$ cat src/rtl/loader_pkg.sv
// loader_pkg: constants and state encoding shared by program_loader, its
// program_buffer sub-module and the top-level bench.
//   DEPTH/ADDR_W/DATA_W : program size and bus/RAM word geometry
//   RST_CYCLES          : cycles cpu_resetn is held low per CPU reset
//   TIMEOUT             : max cycles between done_load pulses in PROGRAM
//   state_t             : loader sequencing states
package loader_pkg;

    localparam int unsigned DEPTH      = 16;
    localparam int unsigned ADDR_W     = 4;
    localparam int unsigned DATA_W     = 8;
    localparam int unsigned RST_CYCLES = 2;
    localparam int unsigned TIMEOUT    = 64;

    typedef enum logic [2:0] {
        S_IDLE     = 3'd0,
        S_FILL     = 3'd1,
        S_PRE_RST  = 3'd2,
        S_PROGRAM  = 3'd3,
        S_POST_RST = 3'd4,
        S_RUN      = 3'd5,
        S_HALTED   = 3'd6,
        S_ERROR    = 3'd7
    } state_t;

endpackage

$ cat src/rtl/program_buffer.sv
// program_buffer: DEPTH x DATA_W program store filled from the host stream.
//   clk      in  system clock
//   i_clr    in  clear every entry to 0x00 (takes priority over write)
//   i_we     in  write enable
//   i_waddr  in  write address
//   i_wdata  in  write data
//   i_raddr  in  asynchronous read address
//   i_count  in  number of valid entries; reads at or beyond it return 0x00
//   o_rdata  out read data
module program_buffer
    import loader_pkg::*;
#(
    parameter int unsigned P_DEPTH  = DEPTH,
    parameter int unsigned P_ADDR_W = ADDR_W,
    parameter int unsigned P_DATA_W = DATA_W
) (
    input  logic                clk,
    input  logic                i_clr,
    input  logic                i_we,
    input  logic [P_ADDR_W-1:0] i_waddr,
    input  logic [P_DATA_W-1:0] i_wdata,
    input  logic [P_ADDR_W-1:0] i_raddr,
    input  logic [P_ADDR_W:0]   i_count,
    output logic [P_DATA_W-1:0] o_rdata
);

    logic [P_DATA_W-1:0] r_mem [P_DEPTH];

    always_ff @(posedge clk) begin
        if (i_clr) begin
            for (int unsigned i = 0; i < P_DEPTH; i++) begin
                r_mem[i[P_ADDR_W-1:0]] <= '0;
            end
        end else if (i_we) begin
            r_mem[i_waddr] <= i_wdata;
        end
    end

    // Unloaded words read as 0x00 so the CPU sees HLT padding.
    always_comb begin
        o_rdata = '0;
        if ({1'b0, i_raddr} < i_count) begin
            o_rdata = r_mem[i_raddr];
        end
    end

endmodule

$ cat src/rtl/program_loader.sv
// program_loader: collects a program from the host, walks the CPU control
// block through programming mode to write it into the 16x8 RAM, then resets
// the CPU and lets it run, reporting halt and programming stalls.
//   clk, resetn        clock; synchronous active-low reset
//   start              begin a new load from any state
//   in_valid/in_data/in_last/in_ready   host byte stream (valid/ready)
//   cpu_ready          control block at T0 (not needed for sequencing)
//   cpu_read_ui_in     control block requests the next bus byte
//   cpu_done_load      control block wrote the current RAM word
//   cpu_hf             CPU halt flag
//   programming, cpu_resetn             control outputs to the CPU
//   bus_drive, bus_data                 bus ownership and byte
//   load_count         bytes accepted from the host
//   busy, halted, error                 status
module program_loader
    import loader_pkg::*;
#(
    parameter int unsigned P_DEPTH      = DEPTH,
    parameter int unsigned P_ADDR_W     = ADDR_W,
    parameter int unsigned P_DATA_W     = DATA_W,
    parameter int unsigned P_RST_CYCLES = RST_CYCLES,
    parameter int unsigned P_TIMEOUT    = TIMEOUT
) (
    input  logic                clk,
    input  logic                resetn,
    input  logic                start,
    input  logic                in_valid,
    input  logic [P_DATA_W-1:0] in_data,
    input  logic                in_last,
    output logic                in_ready,
    input  logic                cpu_ready,
    input  logic                cpu_read_ui_in,
    input  logic                cpu_done_load,
    input  logic                cpu_hf,
    output logic                programming,
    output logic                cpu_resetn,
    output logic                bus_drive,
    output logic [P_DATA_W-1:0] bus_data,
    output logic [P_ADDR_W:0]   load_count,
    output logic                busy,
    output logic                halted,
    output logic                error
);

    localparam int unsigned RST_W  = $clog2(P_RST_CYCLES);
    localparam int unsigned WDOG_W = $clog2(P_TIMEOUT);

    state_t              r_state, w_state_nxt;
    logic [P_ADDR_W:0]   r_load_cnt, w_load_cnt_nxt;
    logic [RST_W-1:0]    r_rst_cnt, w_rst_cnt_nxt;
    logic [P_ADDR_W-1:0] r_wr_idx, w_wr_idx_nxt;
    logic [WDOG_W-1:0]   r_wdog, w_wdog_nxt;
    logic                r_in_ready, r_programming, r_cpu_resetn;
    logic                r_busy, r_halted, r_error;
    logic                w_accept, w_clr;
    logic [P_DATA_W-1:0] w_buf_rd;
    logic                w_unused;

    // Word sequencing follows read_ui_in/done_load alone; cpu_ready is kept
    // on the port list for interface compatibility.
    assign w_unused = cpu_ready;

    assign w_accept = (r_state == S_FILL) && in_valid && r_in_ready;

    program_buffer #(
        .P_DEPTH  (P_DEPTH),
        .P_ADDR_W (P_ADDR_W),
        .P_DATA_W (P_DATA_W)
    ) u_buf (
        .clk     (clk),
        .i_clr   (w_clr),
        .i_we    (w_accept && !start),
        .i_waddr (r_load_cnt[P_ADDR_W-1:0]),
        .i_wdata (in_data),
        .i_raddr (r_wr_idx),
        .i_count (r_load_cnt),
        .o_rdata (w_buf_rd)
    );

    always_comb begin
        w_state_nxt    = r_state;
        w_load_cnt_nxt = r_load_cnt;
        w_rst_cnt_nxt  = r_rst_cnt;
        w_wr_idx_nxt   = r_wr_idx;
        w_wdog_nxt     = r_wdog;
        w_clr          = 1'b0;
        if (start) begin
            w_state_nxt    = S_FILL;
            w_load_cnt_nxt = '0;
            w_clr          = 1'b1;
        end else begin
            case (r_state)
                S_IDLE: ;
                S_FILL: begin
                    if (w_accept) begin
                        w_load_cnt_nxt = r_load_cnt + 1'b1;
                        if (in_last || r_load_cnt == (P_ADDR_W+1)'(P_DEPTH - 1)) begin
                            w_state_nxt   = S_PRE_RST;
                            w_rst_cnt_nxt = '0;
                        end
                    end
                end
                S_PRE_RST: begin
                    if (r_rst_cnt == RST_W'(P_RST_CYCLES - 1)) begin
                        w_state_nxt  = S_PROGRAM;
                        w_wr_idx_nxt = '0;
                        w_wdog_nxt   = '0;
                    end else begin
                        w_rst_cnt_nxt = r_rst_cnt + 1'b1;
                    end
                end
                S_PROGRAM: begin
                    if (cpu_done_load) begin
                        w_wdog_nxt = '0;
                        if (r_wr_idx == P_ADDR_W'(P_DEPTH - 1)) begin
                            w_state_nxt   = S_POST_RST;
                            w_rst_cnt_nxt = '0;
                        end else begin
                            w_wr_idx_nxt = r_wr_idx + 1'b1;
                        end
                    end else if (r_wdog == WDOG_W'(P_TIMEOUT - 1)) begin
                        w_state_nxt = S_ERROR;
                    end else begin
                        w_wdog_nxt = r_wdog + 1'b1;
                    end
                end
                S_POST_RST: begin
                    if (r_rst_cnt == RST_W'(P_RST_CYCLES - 1)) begin
                        w_state_nxt = S_RUN;
                    end else begin
                        w_rst_cnt_nxt = r_rst_cnt + 1'b1;
                    end
                end
                S_RUN: begin
                    if (cpu_hf) begin
                        w_state_nxt = S_HALTED;
                    end
                end
                S_HALTED: ;
                S_ERROR:  ;
                default: w_state_nxt = S_IDLE;
            endcase
        end
    end

    // Status outputs are registered from the next-state decode so they line
    // up with the state they describe rather than lagging it by a cycle.
    always_ff @(posedge clk) begin
        if (!resetn) begin
            r_state       <= S_IDLE;
            r_load_cnt    <= '0;
            r_rst_cnt     <= '0;
            r_wr_idx      <= '0;
            r_wdog        <= '0;
            r_in_ready    <= 1'b0;
            r_programming <= 1'b0;
            r_cpu_resetn  <= 1'b0;
            r_busy        <= 1'b0;
            r_halted      <= 1'b0;
            r_error       <= 1'b0;
        end else begin
            r_state       <= w_state_nxt;
            r_load_cnt    <= w_load_cnt_nxt;
            r_rst_cnt     <= w_rst_cnt_nxt;
            r_wr_idx      <= w_wr_idx_nxt;
            r_wdog        <= w_wdog_nxt;
            r_in_ready    <= (w_state_nxt == S_FILL) &&
                             (w_load_cnt_nxt < (P_ADDR_W+1)'(P_DEPTH));
            r_programming <= (w_state_nxt == S_PRE_RST) || (w_state_nxt == S_PROGRAM);
            r_cpu_resetn  <= (w_state_nxt == S_PROGRAM) || (w_state_nxt == S_RUN) ||
                             (w_state_nxt == S_HALTED);
            r_busy        <= (w_state_nxt == S_FILL) || (w_state_nxt == S_PRE_RST) ||
                             (w_state_nxt == S_PROGRAM) || (w_state_nxt == S_POST_RST);
            r_halted      <= (w_state_nxt == S_HALTED);
            r_error       <= (w_state_nxt == S_ERROR);
        end
    end

    assign bus_drive   = (r_state == S_PROGRAM) && cpu_read_ui_in;
    assign bus_data    = bus_drive ? w_buf_rd : '0;
    assign in_ready    = r_in_ready;
    assign programming = r_programming;
    assign cpu_resetn  = r_cpu_resetn;
    assign load_count  = r_load_cnt;
    assign busy        = r_busy;
    assign halted      = r_halted;
    assign error       = r_error;

endmodule

$ cat config.mk
export PLATFORM = sky130hd
export DESIGN_NAME = program_loader
export DESIGN_NICKNAME = d
export VERILOG_FILES = /design/src/rtl/loader_pkg.sv /design/src/rtl/program_buffer.sv /design/src/rtl/program_loader.sv
export SDC_FILE = /design/constraint.sdc
export NUM_CORES = 1
export LEC_CHECK = 0
export ABC_AREA = 1
export BUFFER_PORTS_ARGS = -buffer_cell sky130_fd_sc_hd__clkbuf_2
export CAP_MARGIN = 10
export CORE_UTILIZATION = 60
export DETAILED_ROUTE_END_ITERATION = 12
export PLACE_DENSITY = 0.78
export REMOVE_ABC_BUFFERS = 1
export SETUP_SLACK_MARGIN = 0.15
export SYNTH_ARGS = -nofsm -noshare
export SYNTH_HDL_FRONTEND = slang
export SYNTH_SLANG_ARGS = --single-unit
$ cat constraint.sdc
create_clock -name clk -period 2 [get_ports clk]
set_input_delay 0.4 -clock clk [delete_from_list [all_inputs] [get_ports clk]]
set_output_delay 0.4 -clock clk [all_outputs]
set_load 0.02 [all_outputs]
# Word level (Yosys, flattened, before mapping)
# Memory sizes are Yosys's and may differ from the RTL's. A register that Yosys moved wholly into a read port is not among the register bits.
# Index checks and enable logic that the tools add are counted.
word_totals:
  register_bits: 25
  mem_bits_rw: 128
  output_inout_bits: 20
  word_cells: 101
  memories: 1
memory_table:
  columns: ["memory", "depth", "word_bits", "read_ports", "rd_clocked_by_memory_dff", "write_ports", "line_no", "source"]
  rows:
  - ["u_buf.r_mem", 16, 8, 1, 1, 16, "program_buffer.sv:27", "logic [P_DATA_W-1:0] r_mem [P_DEPTH];"]
classes:
  add_sub_neg: 4
  n_lt_le_gt_ge: 2
  eq_ne: 22
  muxes: 40
  bitwise_logic: 1
  n_reduce_logical: 20
ops:
  columns: ["op", "n"]
  rows:
  - ["$mux 3", 9]
  - ["$mux 4", 6]
  - ["$mux 8", 3]
  - ["$eq 3x3->1 const B", 6]
  - ["$mux 6", 3]
  - ["$mux 5", 3]
  - ["$pmux 3 s5", 1]
  - ["$eq 3x2->1 const B", 4]
  - ["$mux 1", 12]
  - ["$pmux 6 s2", 1]
  - ["$ne 2x2->1 const B", 5]
  - ["$pmux 4 s2", 1]
  - ["$reduce_or 8->1", 1]
  - ["$logic_or 1x1->1", 7]
  - ["$add 6x1->6 const B", 1]
  - ["$eq 3x1->1 const B", 2]
  - ["$eq 6x6->1 const B", 1]
  - ["$reduce_and 6->1", 1]
  - ["$add 5x1->5 const B", 1]
  - ["$eq 5x4->1 const B", 1]
  - ["$logic_and 1x1->1", 5]
  - ["$lt 4x5->1", 1]
  - ["$lt 5x5->1 const B", 1]
  - ["$reduce_and 5->1", 1]
  - ["other kinds (12)", 12]

# Longest topological paths before layout
# Gate-level depths: netlist of run 1.
logic_depth:
  word_depth: 10
  ltp_mapped: 12
  mapped_depth_nobuf: 12

# Modules after synthesis
# From an unflattened synthesis of run 1, not the netlist that was laid out.
hier_totals:
  cells_unflattened: 826
  hier_area_um2: 7383.3
by_module_without_submodules:
  columns: ["module", "n_inst", "cells_each", "area_each_um2", "seq_area_each_um2"]
  rows:
  - ["program_buffer", 1, 621, 5980.7, 3843.7]
  - ["program_loader", 1, 205, 1402.6, 500.5]

# Worst setup path after synthesis of run 1
# Ideal clock, no wire load.
synth_path:
  path_kind: "register to output"
  from: "reg r_load_cnt[1], in the netlist load_count[1]"
  to: "out bus_data[0]"
  arrival_ps: 1850
  setup_slack_ps: -250
  path_stages_with_launch: 9
  n_path_buf: 0
  cell_sequence: "dfxtp_1 inv_1 ha_1 a21boi_0 o21ai_0 a21boi_0 o21ai_0 nand2_1 nor2_1"
synth_between:
  elab_chain_cells: 3
synth_rtl:
  columns: ["element", "line_no", "source"]
  rows:
  - ["from (decl)", "program_loader.sv:49", "logic [P_ADDR_W:0] r_load_cnt, w_load_cnt_nxt;"]
  - ["from (signal assigned)", "program_loader.sv:163", "r_load_cnt <= w_load_cnt_nxt;"]
  - ["$lt 4x5->1", "program_buffer.sv:42", "if ({1'b0, i_raddr} < i_count) begin"]
  - ["$mux 8", "program_buffer.sv:42", null]
  - ["$mux 8", "program_loader.sv:180", "assign bus_data = bus_drive ? w_buf_rd : '0;"]
  - ["to (decl)", "program_loader.sv:38", "output logic [P_DATA_W-1:0] bus_data,"]
# Every way passes these cells.

# Worst setup path after layout of run 1
layout_path:
  from: "reg r_load_cnt[1], in the netlist load_count[1]"
  to: "out bus_data[5]"
# Same word-level chain as after synthesis.

==> results of run 1 <==
==> flip-flops by register name, summed over array words and instances, names as in the netlist, named ones only <==
name	cells
busy	1
r_state	3
in_ready	1
r_rst_cnt	1
cpu_resetn	1
programming	1
halted	1
r_wdog	6
u_buf.r_mem	128
error	1
load_count	5
r_wr_idx	4
==> stage by stage <==
step           TNS [ns]  area, µm²  hold WS [ns]  total power [W]
2_1_floorplan     -8.34       7240         0.470          0.00393
3_3_place_gp     -0.672       8030         0.480          0.00408
3_5_place_dp      -1.01       8030         0.494          0.00409
4_1_cts           -2.99       8780         0.294          0.00733
5_1_grt           -3.32       9020         0.326          0.00754
6_report          -2.63       9020         0.306          0.00736
==> worst max-delay path: cells and delay by family, from the launching register on <==
| kind | cells | cell delay, ns |
|---|---|---|
| AOI/OAI and AO/OA | 4 | 0.48 |
| DFF | 1 | 0.34 |
| and+or+nand+nor | 2 | 0.29 |
| buffers and inverters | 2 | 0.21 |
| adders and majority gates | 1 | 0.20 |
==> metal layers <==
metal	track usage	vias to the layer above
met1	0.380	2793
met5	0	-
met2	0.503	347
li1	-	2812
met3	0.0809	50
met4	0.129	0
==> where the power goes <==
group	leakage [nW]	switching, W	internal, W
registers	1.56	0.0000406	0.00362
clock network	0.300	0.00120	0.00208
logic	1.87	0.000287	0.000123
==> kinds of logic after synthesis <==
kind of cell               Yosys count  share of synthesized area
xor gates and xnor gates             3                    0.00356
AOI/OAI and AO/OA                   71                     0.0584
adders and majority gates           10                     0.0169
and+or+nand+nor                    472                      0.277
DFF                                157                      0.599
buffers and inverters               84                     0.0447
==> timing repair <==
action                     CTS  global route
pin swaps                   13            12
cloned                       0             2
hold endpoints to repair     0             0
setup endpoints to repair   23           112
buffers inserted             1             2
resized for setup           40            58
==> synth_stat cells (4+ instances only) <==
cell type,number,area (µm²)
dfxtp_1,29,581
ha_1,10,125
a32oi_1,16,140
nor2_1,169,634
inv_1,42,158
nand4_1,4,25.0
nor3_1,5,25.0
a21oi_1,38,190
o21ai_0,8,40.0
nand2_2,16,100
inv_2,4,15.0
edfxtp_1,128,3840
buf_1,5,18.8
nor2_4,4,45.0
clkbuf_1,25,93.8
nand3_1,62,310
nand2_1,197,739
==> how the worst max path moves through the flow <==
stage | from | end | slack [ns] | depth (start not counted)
2_1_floorplan | register | bus_data[6] | -1.04 | 7
6_report | load_count[1]$_SDFFE_PP0P_ | bus_data[5] | -0.36 | 9
3_5_place_dp | load_count[1]$_SDFFE_PP0P_ | bus_data[7] | -0.15 | 9
3_3_place_gp | load_count[1]$_SDFFE_PP0P_ | bus_data[0] | -0.09 | 9
5_1_grt | load_count[1]$_SDFFE_PP0P_ | bus_data[5] | -0.43 | 9
4_1_cts | load_count[1]$_SDFFE_PP0P_ | bus_data[3] | -0.38 | 9
==> layout make-up <==
type / instances / area, µm²
inverter: 49 / 193
multi-input combinational: 556 / 2870
timing repair buffer: 88 / 732
clock inverter: 5 / 75.1
tap: 147 / 184
fill: 811 / 2990
sequential: 157 / 4440
clock buffer: 27 / 536
==> flow_summary.yaml, run 1 <==
min_path:
  hold_end: "r_state[0]$_SDFF_PN0_"
  hp-class: "in -> reg"
  whs_path_depth: 3
  min-delay-start: "resetn"
cts:
  clk_pin_slew_worst_paths_ns: 0.06
  clock-sinks: 157
  htree_levels: 4
  cts_tree: "done"
  cts-root-buf: "clkbuf_16"
  clk_latency_ns: 0.43
  numCtsBuffers: 17
  clk_path_buf_depth: 2
  cts_hold_buf: 0
critical_path:
  required_ns: 1.60
  crit_chain: "inv_2, ha_4, a21boi_4, o21ai_2, a21boi_2, o21ai_2, nand2_4, nor2_1, buf_4"
  critPathLaunchType: "register"
  critPathMaxFanout: 8
  r2r_end: "cpu_resetn$_SDFF_PN0_"
  crit_type: "reg -> out"
  crit_path_top_delay_cell: "dfxtp_2"
  crit_path_end_kind: "primary output"
  r2r_slack_ns: 0.20
  max_stage_delay_ns: 0.34
  critPathMostFrequentCell: "o21ai_2"
  reg2reg_from: "load_count[1]$_SDFFE_PP0P_"
  arrival_ns: 1.96
  reg2reg_depth: 12
placement:
  post-place-ws_ns: -0.152
  hpwl_um: 12400
  io_buffers: 35
  dp.cells: 992
  place_congestion: 0.894
grt:
  grt_pass1_wl_um: 28800
  antenna_found_initial: 0
  grt-ovfl-total: 0
  grt_pass1_vias: 5764
  grt_usage: 0.304
  grt_max_degree: 33
routing:
  via_count: 6002
  drt_iter0_markers: 656
  routedWlPerCell_um: 18.4
  met1_length_um: 7240
  highest_layer: "met4"
  postRouteAntennaNets: 0
  drt-vias-per-instance: 5.83
  drc: 0
  wl_met3_um: 1750
  drt-total-wl_um: 18900
  dr_wl_met2_um: 9380
  drtPass1Iterations: 7
sta:
  setup_viol: 8
  fin_crit_sh: 1.18
  tightest_slew_ns: 0.564
  maxSlewViolCount: 0
  rsz0062_at_grt: "yes"
  skew_ns: 0.00649
  worst_slack_ns: -0.360
  finalHoldViolCount: 0
  layout_min_cycle_time_ns: 2.36
  fmax_mhz: 424
  max_slew_margin: 0.623
finish:
  finalNonFillerCells: 1029
  layout_common_cells: "nand2_1 (178), nor2_1 (161), edfxtp_1 (128)"
  final_common_cell: "nand2_1"
  areaGrowthSynthToFinish_pct: 22.2
  final_layout_size_suffix_gt1_frac: 0.235
  fin_nets: 896
  insertedDiodeCount: 0
  final_util: 0.751
die:
  num_io_pins: 37
  start_util: 0.615
  row_count: 40
  die_height_um: 113
  die_area_um2: 12800
  die_w_um: 113
  core_area_um2: 12000
flow_run:
  cap_violations: 0
synth:
  yosysUniqueCellTypes: 39
  async_reset_ff_frac: 0
  synthCells: 797
  synth_edf_count: 128
  synth_seq_cells: 157
  yosysSeqAreaShare: 0.599
  synth_area_um2: 7390
  synth_top_flop_cell: "edfxtp_1"
  avgSynthCellArea_um2: 9.27
  yosys_warnings: 0
status:
  status: "complete, but fails checks"
  violations: "setup timing"
power_and_ir_drop:
  ir_worst_vdd_mv: 0.503
  leakage_nw: 3.73
  p_per_area_nw_per_um2: 815
(Power assumes the default switching activity.)
==> inputs of run 2 (changes only) <==
==> constraint.sdc (replaced) <==
create_clock -name clk -period 2 [get_ports clk]
set_input_delay 0.2 -clock clk [delete_from_list [all_inputs] [get_ports clk]]
set_output_delay 0.2 -clock clk [all_outputs]
set_load 0.02 [all_outputs]
==> run 2 against run 1 <==
The flow still finishes with violations (setup timing). Clock power up 5%. Critical path depth unchanged. Combinational power up 1%. Cell count about the same. Via count about the same. Non-clock buffer count down 1. First-iteration DRC count down 10%. Critical endpoint is now bus_data[7]. Maximum frequency up 8.2%. Global-route usage up 0.44 points. Largest cell class unchanged. Final area down 0.31%. Worst hold slack worse by 0.19 ns.
==> flow_summary.yaml, run 2 (synthesis results as in run 1) <==
sta:
  max_slew_margin: 0.497
  maxSlewViolCount: 0
  final.setup.tns_ns: -1.29
  setup_viol: 8
  rsz0062_at_grt: "yes"
  finalHoldViolCount: 0
  fin_crit_sh: 1.09
  skew_ns: 0.00606
  worst_slack_ns: -0.182
  layout_min_cycle_time_ns: 2.18
  tightest_slew_ns: 0.753
  fmax_mhz: 458
cts:
  clk_latency_ns: 0.43
  cts_tree: "done"
  clk_pin_slew_worst_paths_ns: 0.06
  clk_path_buf_depth: 2
  numCtsBuffers: 17
  htree_levels: 4
  cts-root-buf: "clkbuf_16"
  clock-sinks: 157
critical_path:
  critPathMaxFanout: 32
  crit_path_end_kind: "primary output"
  required_ns: 1.80
  arrival_ns: 1.98
  crit_type: "reg -> out"
  critPathLaunchType: "register"
die:
  start_util: 0.615
  core_area_um2: 12000
  die_w_um: 113
  die_height_um: 113
  num_io_pins: 37
  row_count: 40
  die_area_um2: 12800
finish:
  largest_register_ffs: 128
  layout_common_cells: "nand2_1 (177), nor2_1 (159), edfxtp_1 (128)"
  insertedDiodeCount: 0
  final_util: 0.749
  registers.top_by_ff_count: "u_buf.r_mem"
  areaGrowthSynthToFinish_pct: 21.8
  fin_nets: 895
  final_layout_size_suffix_gt1_frac: 0.240
  final_common_cell: "nand2_1"
placement:
  hpwl_um: 12000
  io_buffers: 35
  place_congestion: 0.877
power_and_ir_drop:
  ir_worst_vdd_mv: 0.561
  leakage_nw: 3.70
  p_per_area_nw_per_um2: 838
  total_power_w: 0.00754
routing:
  routedWlPerCell_um: 18.1
  via_count: 6004
  postRouteAntennaNets: 0
  drtPass1Iterations: 6
  drt_iter0_markers: 590
  drt-vias-per-instance: 5.84
  drc: 0
  drt-total-wl_um: 18600
grt:
  grt_use_met3: 0.0771
  grt_pass1_vias: 5786
  grt_usage: 0.308
  met1_usage: 0.382
  grt_max_degree: 57
  busiest_layer: "met2"
  use_met2: 0.509
  grt-ovfl-total: 0
  antenna_found_initial: 0
  grt_pass1_wl_um: 29000
status:
  status: "complete, but fails checks"
  violations: "setup timing"
flow_run:
  cap_violations: 0
min_path:
  hp-class: "in -> reg"
==> run 2: worst paths after layout <==
path,start,cells after the start,slack (ns),endpoint
hold reg to reg,r_wdog[0]$_SDFFE_PN0P_,2,0.51,r_wdog[0]$_SDFFE_PN0P_
hold / removal,resetn,3,0.11,r_state[0]$_SDFF_PN0_
setup / recovery,register,9,-0.18,bus_data[7]
setup reg to reg,load_count[1]$_SDFFE_PP0P_,12,0.19,busy$_SDFF_PN0_
==> run 2: layout make-up <==
| type | count | area (µm²) |
|---|---|---|
| tap | 147 | 184 |
| inverter | 49 | 191 |
| timing repair buffer | 87 | 688 |
| clock inverter | 10 | 160 |
| fill | 815 | 3010 |
| clock buffer | 22 | 484 |
| multi-input combinational | 556 | 2860 |
| sequential | 157 | 4430 |
==> run 2: stage by stage <==
| stage | instances | worst slack, ns | cell area, µm² | hold WS (ns) |
|---|---|---|---|---|
| 5_1_grt | 1028 | -0.290 | 9000 | 0.124 |
| 3_3_place_gp | 985 | 0.0638 | 7950 | 0.480 |
| 3_5_place_dp | 985 | -0.0257 | 7950 | 0.501 |
| 6_report | 1028 | -0.182 | 9000 | 0.113 |
| 4_1_cts | 1024 | -0.208 | 8830 | 0.103 |
| 2_1_floorplan | 762 | -0.843 | 7240 | 0.298 |
==> run 2: timing repair <==
item,CTS,global route
setup buffers,6,4
hold endpoints to repair,0,0
pin swaps,18,13
hold buffers,0,0
endpoints found under the setup margin,18,110
gates cloned,1,0
resized for setup,44,50
==> run 2: per-layer routing <==
layer  part of all wire  vias up
li1                   -     2814
met5                  0        -
met2               0.49      326
met1               0.39     2809
met4              0.031        0
met3              0.088       55
==> run 2: report_power, final <==
part | switching [W] | internal, W | total (W)
registers | 0.0000376 | 0.00362 | 0.00366
logic | 0.000286 | 0.000130 | 0.000417
clock network | 0.00125 | 0.00222 | 0.00346
total | 0.00157 | 0.00597 | 0.00754
==> run 2: worst max-delay path, cell delays in order (launching register included) <==
cell and delay [ns]:
dfxtp_4 0.37, inv_2 0.06, bufbuf_16 0.31, nand2_1 0.07
nand3_1 0.09, a32oi_1 0.25, nand2_1 0.11, nand2_2 0.11
nor2_2 0.05, buf_6 0.13
